==> src/rtl/lsu_pkg.sv <==
// Shared encodings, FSM state type and request fault check for the load/store unit.
package lsu_pkg;

  localparam logic [1:0] SZ_BYTE = 2'b00;
  localparam logic [1:0] SZ_HALF = 2'b01;
  localparam logic [1:0] SZ_WORD = 2'b10;

  typedef enum logic [2:0] {
    ST_IDLE   = 3'd0,
    ST_LOAD   = 3'd1,
    ST_RMW_RD = 3'd2,
    ST_WRITE  = 3'd3,
    ST_RESP   = 3'd4
  } lsu_state_t;

  // Illegal size, misaligned half/word, or byte address beyond the memory.
  function automatic logic fault_check(input logic [1:0] size, input logic [31:0] addr,
                                       input int addr_width);
    logic f;
    f = 1'b0;
    case (size)
      SZ_BYTE: f = 1'b0;
      SZ_HALF: f = addr[0];
      SZ_WORD: f = (addr[1:0] != 2'b00);
      default: f = 1'b1;
    endcase
    f = f | ((addr >> (addr_width + 2)) != 32'd0);
    return f;
  endfunction

endpackage

==> src/rtl/lsu_align.sv <==
// Lane extraction with sign/zero extension for loads, and lane merge for sub-word stores.
module lsu_align
  import lsu_pkg::*;
(
  input  logic [31:0] word,
  input  logic [1:0]  lane,
  input  logic [1:0]  size,
  input  logic        is_unsigned,
  input  logic [31:0] wdata,
  output logic [31:0] load_data,
  output logic [31:0] merge_data
);

  logic [7:0]  byte_lane;
  logic [15:0] half_lane;

  // Load path: pick the addressed lane and extend it to a full word.
  always_comb begin
    byte_lane = word[{lane, 3'b000} +: 8];
    half_lane = lane[1] ? word[31:16] : word[15:0];
    load_data = word;
    case (size)
      SZ_BYTE: load_data = {{24{~is_unsigned & byte_lane[7]}}, byte_lane};
      SZ_HALF: load_data = {{16{~is_unsigned & half_lane[15]}}, half_lane};
      default: load_data = word;
    endcase
  end

  // Store path: overlay the low bits of the store data onto the addressed lane.
  always_comb begin
    merge_data = word;
    case (size)
      SZ_BYTE: merge_data[{lane, 3'b000} +: 8] = wdata[7:0];
      SZ_HALF: begin
        if (lane[1]) begin
          merge_data[31:16] = wdata[15:0];
        end else begin
          merge_data[15:0] = wdata[15:0];
        end
      end
      default: merge_data = wdata;
    endcase
  end

endmodule

==> src/rtl/load_store_unit.sv <==
// Memory-stage load/store controller: handshake, alignment faults, sub-word read-modify-write,
// one response pulse per accepted request.
module load_store_unit
  import lsu_pkg::*;
#(
  parameter int DATA_WIDTH = 32,
  parameter int ADDR_WIDTH = 8
) (
  input  logic                  clk,
  input  logic                  rst,
  input  logic                  Req_Valid,
  output logic                  Req_Ready,
  input  logic                  Req_Write,
  input  logic [1:0]            Req_Size,
  input  logic                  Req_Unsigned,
  input  logic [31:0]           Req_Addr,
  input  logic [31:0]           Req_Wdata,
  output logic                  Resp_Valid,
  output logic [31:0]           Resp_Rdata,
  output logic                  Resp_Fault,
  output logic [ADDR_WIDTH-1:0] Mem_Address,
  output logic [DATA_WIDTH-1:0] Mem_Write_Data,
  output logic                  Mem_Write,
  output logic                  Mem_Read,
  input  logic [DATA_WIDTH-1:0] Mem_Read_Data
);

  if (DATA_WIDTH != 32) begin : g_bad_width
    $error("load_store_unit supports DATA_WIDTH=32 only");
  end

  lsu_state_t  state;
  lsu_state_t  state_next;
  logic        req_write;
  logic [1:0]  req_size;
  logic        req_unsigned;
  logic [31:0] req_addr;
  logic [31:0] req_wdata;
  logic [31:0] merge_buf;
  logic        req_fault;
  logic [31:0] load_data;
  logic [31:0] merge_data;

  assign Req_Ready = (state == ST_IDLE);
  assign req_fault = fault_check(Req_Size, Req_Addr, ADDR_WIDTH);

  lsu_align u_align (
    .word        (Mem_Read_Data),
    .lane        (req_addr[1:0]),
    .size        (req_size),
    .is_unsigned (req_unsigned),
    .wdata       (req_wdata),
    .load_data   (load_data),
    .merge_data  (merge_data)
  );

  // State register; reset returns to IDLE asynchronously, which also drops any write strobe.
  always_ff @(posedge clk or posedge rst) begin
    if (rst) begin
      state <= ST_IDLE;
    end else begin
      state <= state_next;
    end
  end

  // Next-state decode.
  always_comb begin
    state_next = state;
    case (state)
      ST_IDLE: begin
        if (Req_Valid) begin
          if (req_fault) begin
            state_next = ST_RESP;
          end else if (!Req_Write) begin
            state_next = ST_LOAD;
          end else if (Req_Size == SZ_WORD) begin
            state_next = ST_WRITE;
          end else begin
            state_next = ST_RMW_RD;
          end
        end else begin
          state_next = ST_IDLE;
        end
      end
      ST_LOAD:   state_next = ST_RESP;
      ST_RMW_RD: state_next = ST_WRITE;
      ST_WRITE:  state_next = ST_RESP;
      ST_RESP:   state_next = ST_IDLE;
      default:   state_next = ST_IDLE;
    endcase
  end

  // Memory strobes follow the state and the latched request; quiet in IDLE and RESP.
  always_comb begin
    Mem_Read       = 1'b0;
    Mem_Write      = 1'b0;
    Mem_Address    = '0;
    Mem_Write_Data = '0;
    case (state)
      ST_LOAD, ST_RMW_RD: begin
        Mem_Read    = 1'b1;
        Mem_Address = req_addr[ADDR_WIDTH+1:2];
      end
      ST_WRITE: begin
        Mem_Write      = 1'b1;
        Mem_Address    = req_addr[ADDR_WIDTH+1:2];
        Mem_Write_Data = (req_size == SZ_WORD) ? req_wdata : merge_buf;
      end
      default: begin
        Mem_Read  = 1'b0;
        Mem_Write = 1'b0;
      end
    endcase
  end

  // Request latches, merge buffer and response registers; response fields change only when
  // entering RESP so they hold across the next request's busy period.
  always_ff @(posedge clk or posedge rst) begin
    if (rst) begin
      req_write    <= 1'b0;
      req_size     <= 2'b00;
      req_unsigned <= 1'b0;
      req_addr     <= 32'd0;
      req_wdata    <= 32'd0;
      merge_buf    <= 32'd0;
      Resp_Valid   <= 1'b0;
      Resp_Rdata   <= 32'd0;
      Resp_Fault   <= 1'b0;
    end else begin
      Resp_Valid <= 1'b0;
      case (state)
        ST_IDLE: begin
          if (Req_Valid) begin
            req_write    <= Req_Write;
            req_size     <= Req_Size;
            req_unsigned <= Req_Unsigned;
            req_addr     <= Req_Addr;
            req_wdata    <= Req_Wdata;
            if (req_fault) begin
              Resp_Valid <= 1'b1;
              Resp_Rdata <= 32'd0;
              Resp_Fault <= 1'b1;
            end
          end
        end
        ST_LOAD: begin
          Resp_Valid <= 1'b1;
          Resp_Rdata <= load_data;
          Resp_Fault <= 1'b0;
        end
        ST_RMW_RD: merge_buf <= merge_data;
        ST_WRITE: begin
          Resp_Valid <= 1'b1;
          Resp_Rdata <= 32'd0;
          Resp_Fault <= 1'b0;
        end
        default: Resp_Valid <= 1'b0;
      endcase
    end
  end

endmodule
==> config.mk <==
export PLATFORM = sky130hd
export DESIGN_NAME = load_store_unit
export DESIGN_NICKNAME = d
export VERILOG_FILES = /design/src/rtl/lsu_pkg.sv /design/src/rtl/lsu_align.sv /design/src/rtl/load_store_unit.sv
export SDC_FILE = /design/constraint.sdc
export NUM_CORES = 1
export LEC_CHECK = 0
export ABC_AREA = 1
export BUFFER_PORTS_ARGS = -buffer_cell sky130_fd_sc_hd__buf_2
export CORE_MARGIN = 2
export CORE_UTILIZATION = 48
export DETAILED_ROUTE_END_ITERATION = 16
export PLACE_DENSITY = 0.77
export SYNTH_ARGS = -nofsm -noshare
export SYNTH_HDL_FRONTEND = slang
export SYNTH_SLANG_ARGS = --single-unit
==> constraint.sdc <==
create_clock -name clk -period 3.4 [get_ports clk]
set_clock_uncertainty 0.15 [all_clocks]
set_input_delay 0.34 -clock clk [delete_from_list [all_inputs] [get_ports clk]]
set_output_delay 0.34 -clock clk [all_outputs]
set_load 0.1 [all_outputs]
==> metrics.md <==
| Metric | Value |
|---|---|
| Mapped Cells | 953 |
| Endpoint class of the critical path | primary output |
| Worst R2R Setup Slack | 0.92 ns |
| Sequential area share after synthesis | 43.3% |
| Area of the mapped netlist | 6590 um^2 |
| Worst-margin pin slew | 0.723 ns |
| Pwr/cell area | 450 nW/um^2 |
| First-pass GRT wire length | 36200 um |
| Part of the cycle the worst path needs | 91.2% |
| Vias | 7141 |
| VDD IR max | 0.317 mV |
| RSZ-0062 raised after global routing | no |
| Status | finished clean |
| Post-CTS Resized | 0 |
| H-tree Lvls | 4 |
| Worst path top cell family by delay | buffers and inverters |
| Overflow left after global routing | 0 |
| Synth warn | 0 |
| Placed cell area | 7880 um^2 |
| # DRC | 0 |
| Routed Antenna Nets | 0 |
| Final RePlAce weighted congestion | 0.961 |
| Rel. slew slack | 51.7% |
| Maxcap violations | 0 |
| Final Cell Area | 8880 um^2 |
| Vias in the first global route | 6926 |
| Place WS | 0.824 ns |
| Final nets | 1268 |
| CTS Root Cell | clkbuf_16 |
| Initial antenna violation count | 1 |
| Setup TNS | 0 ns |
| Setup crit end | Mem_Write_Data[21] |
| IO buf count | 179 |
| Pin count of the biggest net entering global routing | 60 |
| WP data required | 2.91 ns |
| Fmax | 322 MHz |
| Worst path max stage delay | 0.58 ns |
| Register bit total from synthesis | 114 |
| Leakage | 0.00480 uW |
| DRT iter0 DRCs | 635 |
| Fin crit period | 3.10 ns |
| Unique masters post-synth | 32 |
| Hold Worst Slack | 0.00639 ns |
| Fin util | 66.5% |
| Setup CP Type | register to primary output |
| Critical path arrival | 2.61 ns |
| Clk Latency, worst-skew pair | 0.44 ns |
| Wirelength per Cell | 16.8 um |
| Drt pass-1 iters | 7 |
| Num CTS Buffers | 17 |
| Setup crit start | req_size[1] |
| FF-to-FF Start | req_addr[1] |
| Crit path depth | 6 |
| Hold crit path type | input pin to register |
| Post-CTS setup buffers | 0 |
| I/O pins | 180 |
| Via density | 5.29 |
| Final Slew Violations | 0 |
| Max Fanout on Critical Path | 33 |
| CP Buf/Inv Count | 3 |
| Setup violations, final | 0 |
| CTS hold repair buffers | 42 |
| Die width | 121 um |
| Crit Reg-Reg Endpoint | merge_buf[18] |
| Final hold viol count | 0 |
| TritonCTS clock tree | yes |
| Routed wire length | 22700 um |
| Layout cells sized above 1 | 24.9% |
| Kind of start point of the critical path | register |
| Final HPWL DP | 16000 um |
| GRT Overall Usage | 32.2% |
| Clock Sinks | 114 |
| Avg Synthesized Cell Area | 6.91 um^2 |
| Worst R2R Path Depth | 11 |
| FP Rows | 42 |
| Die area | 14700 um^2 |
| Slowest library cell on the worst path | nor2_4 |
| Initial core utilization | 49.4% |
| Syn_nets | 1061 |
| Clk slew on worst S/H paths | 0.06 ns |
| Final worst slack | 0.298 ns |
| Deepest clock path buffer count | 2 |
| Area delta synth->final | 34.8% |
| Core footprint | 13300 um^2 |
| Crit path cell chain | inv_4 -> nor2_4 -> inv_2 -> nand2_1 -> a21oi_2 -> buf_2 |
| Die height | 121 um |
-- per-layer routing --
metal | up-vias | track usage [%] | share of wire [%]
met1 | 3287 | 42.8 | 43
met5 | - | 0 | 0
li1 | 3467 | - | -
met2 | 331 | 51.3 | 47
met3 | 56 | 6.16 | 7.3
met4 | 0 | 14.1 | 2.9
-- cell usage in the layout, fill, tap and decap left out, drive strengths merged --
| cell type | n |
|---|---|
| a21oi | 96 |
| and2 | 1 |
| buf | 193 |
| bufinv | 2 |
| clkbuf | 22 |
| clkinv | 6 |
| clkinvlp | 4 |
| dfrtp | 114 |
| diode | 1 |
| dlygate4sd3 | 42 |
| ha | 5 |
| inv | 86 |
| nand2 | 364 |
| nand3 | 65 |
| nand4 | 5 |
| nor2 | 59 |
| nor3 | 1 |
| o2111ai | 3 |
| o211ai | 8 |
| o21a | 5 |
| o21ai | 74 |
| o22a | 1 |
| o22ai | 4 |
| or2 | 13 |
-- sequential cells by signal, indices dropped and copies added, names as in the netlist --
| register | cells |
|---|---|
| merge_buf | 32 |
| Resp_Valid | 1 |
| req_addr | 10 |
| Resp_Rdata | 32 |
| Resp_Fault | 1 |
| req_unsigned | 1 |
| state | 3 |
| req_wdata | 32 |
| req_size | 2 |
-- layout make-up --
class                   instances  area [um^2]
clock buffers                  22          474
fillers                      1206         4470
multi-input cells             704         3320
well taps                     176          220
repair buffers                235         1570
flip-flops and latches        114         2850
inverters                      88          337
diodes                          1         2.50
clock inverters                10          108
-- worst min path at each step --
stage,from,to,depth (start not counted)
CTS,Req_Addr[1],req_addr[1],3
detailed placement,rst,Resp_Rdata[7],2
global placement,rst,Resp_Rdata[7],2
finish,Req_Addr[1],req_addr[1],3
floorplan,merge_buf[0],merge_buf[0],2
global route,Req_Addr[0],req_addr[0],3
-- Yosys cell counts --
library cell / count / area share [%]
nand2_1: 358 / 20
dfrtp_1: 114 / 43
a21oi_1: 96 / 7.3
inv_1: 81 / 4.6
nand3_1: 65 / 4.9
nor2_1: 54 / 3.1
o21ai_0: 52 / 3.9
clkbuf_1: 28 / 1.6
o21ai_1: 19 / 1.4
buf_2: 14 / 1.1
or2_2: 13 / 1.2
o211ai_1: 8 / 0.91
ha_1: 5 / 0.95
inv_2: 5 / 0.28
nand4_1: 5 / 0.47
o21a_1: 5 / 0.57
nand2_2: 4 / 0.38
o22ai_1: 4 / 0.38
nor2_2: 3 / 0.28
o2111ai_1: 3 / 0.40
o21ai_2: 3 / 0.40
buf_4: 2 / 0.23
buf_6: 2 / 0.34
nand2_4: 2 / 0.34
and2_0: 1 / 0.095
buf_1: 1 / 0.057
clkinv_1: 1 / 0.057
inv_4: 1 / 0.095
nor2_4: 1 / 0.17
nor2_8: 1 / 0.30
nor3_4: 1 / 0.25
o22a_1: 1 / 0.13
-- stage by stage --
| stage | instances | power (uW) |
|---|---|---|
| after floorplan | 953 | 1960 |
| after CTS | 1349 | 3990 |
| final | 1350 | 4000 |
| after global routing | 1350 | 4160 |
| after global placement | 1275 | 2190 |
| after detailed placement | 1275 | 2200 |
-- where the power goes --
group / internal [uW] / total (uW) / leakage [uW] / switching [uW]
clock network: 1130 / 1760 / 0.000282 / 635
logic: 222 / 718 / 0.00300 / 497
registers: 1430 / 1520 / 0.00151 / 86.5
-- tightest hold or removal path, delay by kind of cell --
| family | cells | cell delay, ns |
|---|---|---|
| buf+inv | 1 | 0.09 |
| compound gates | 1 | 0.07 |
| simple gates | 1 | 0.06 |
-- cells by family (layout without fill, tap and decap cells) --
| group | Yosys count | count (layout) | synth area share [%] |
|---|---|---|---|
| flip-flops | 114 | 114 | 43.3 |
| adder cells (fa/ha/maj) | 5 | 5 | 0.949 |
| AO/OA/AOI/OAI | 191 | 191 | 15.5 |
| AND/OR/NAND/NOR | 508 | 508 | 31.9 |
| other | 0 | 1 | 0 |
| buffers and inverters | 135 | 355 | 8.34 |
Note: power is estimated with default switching activity, not from simulation.
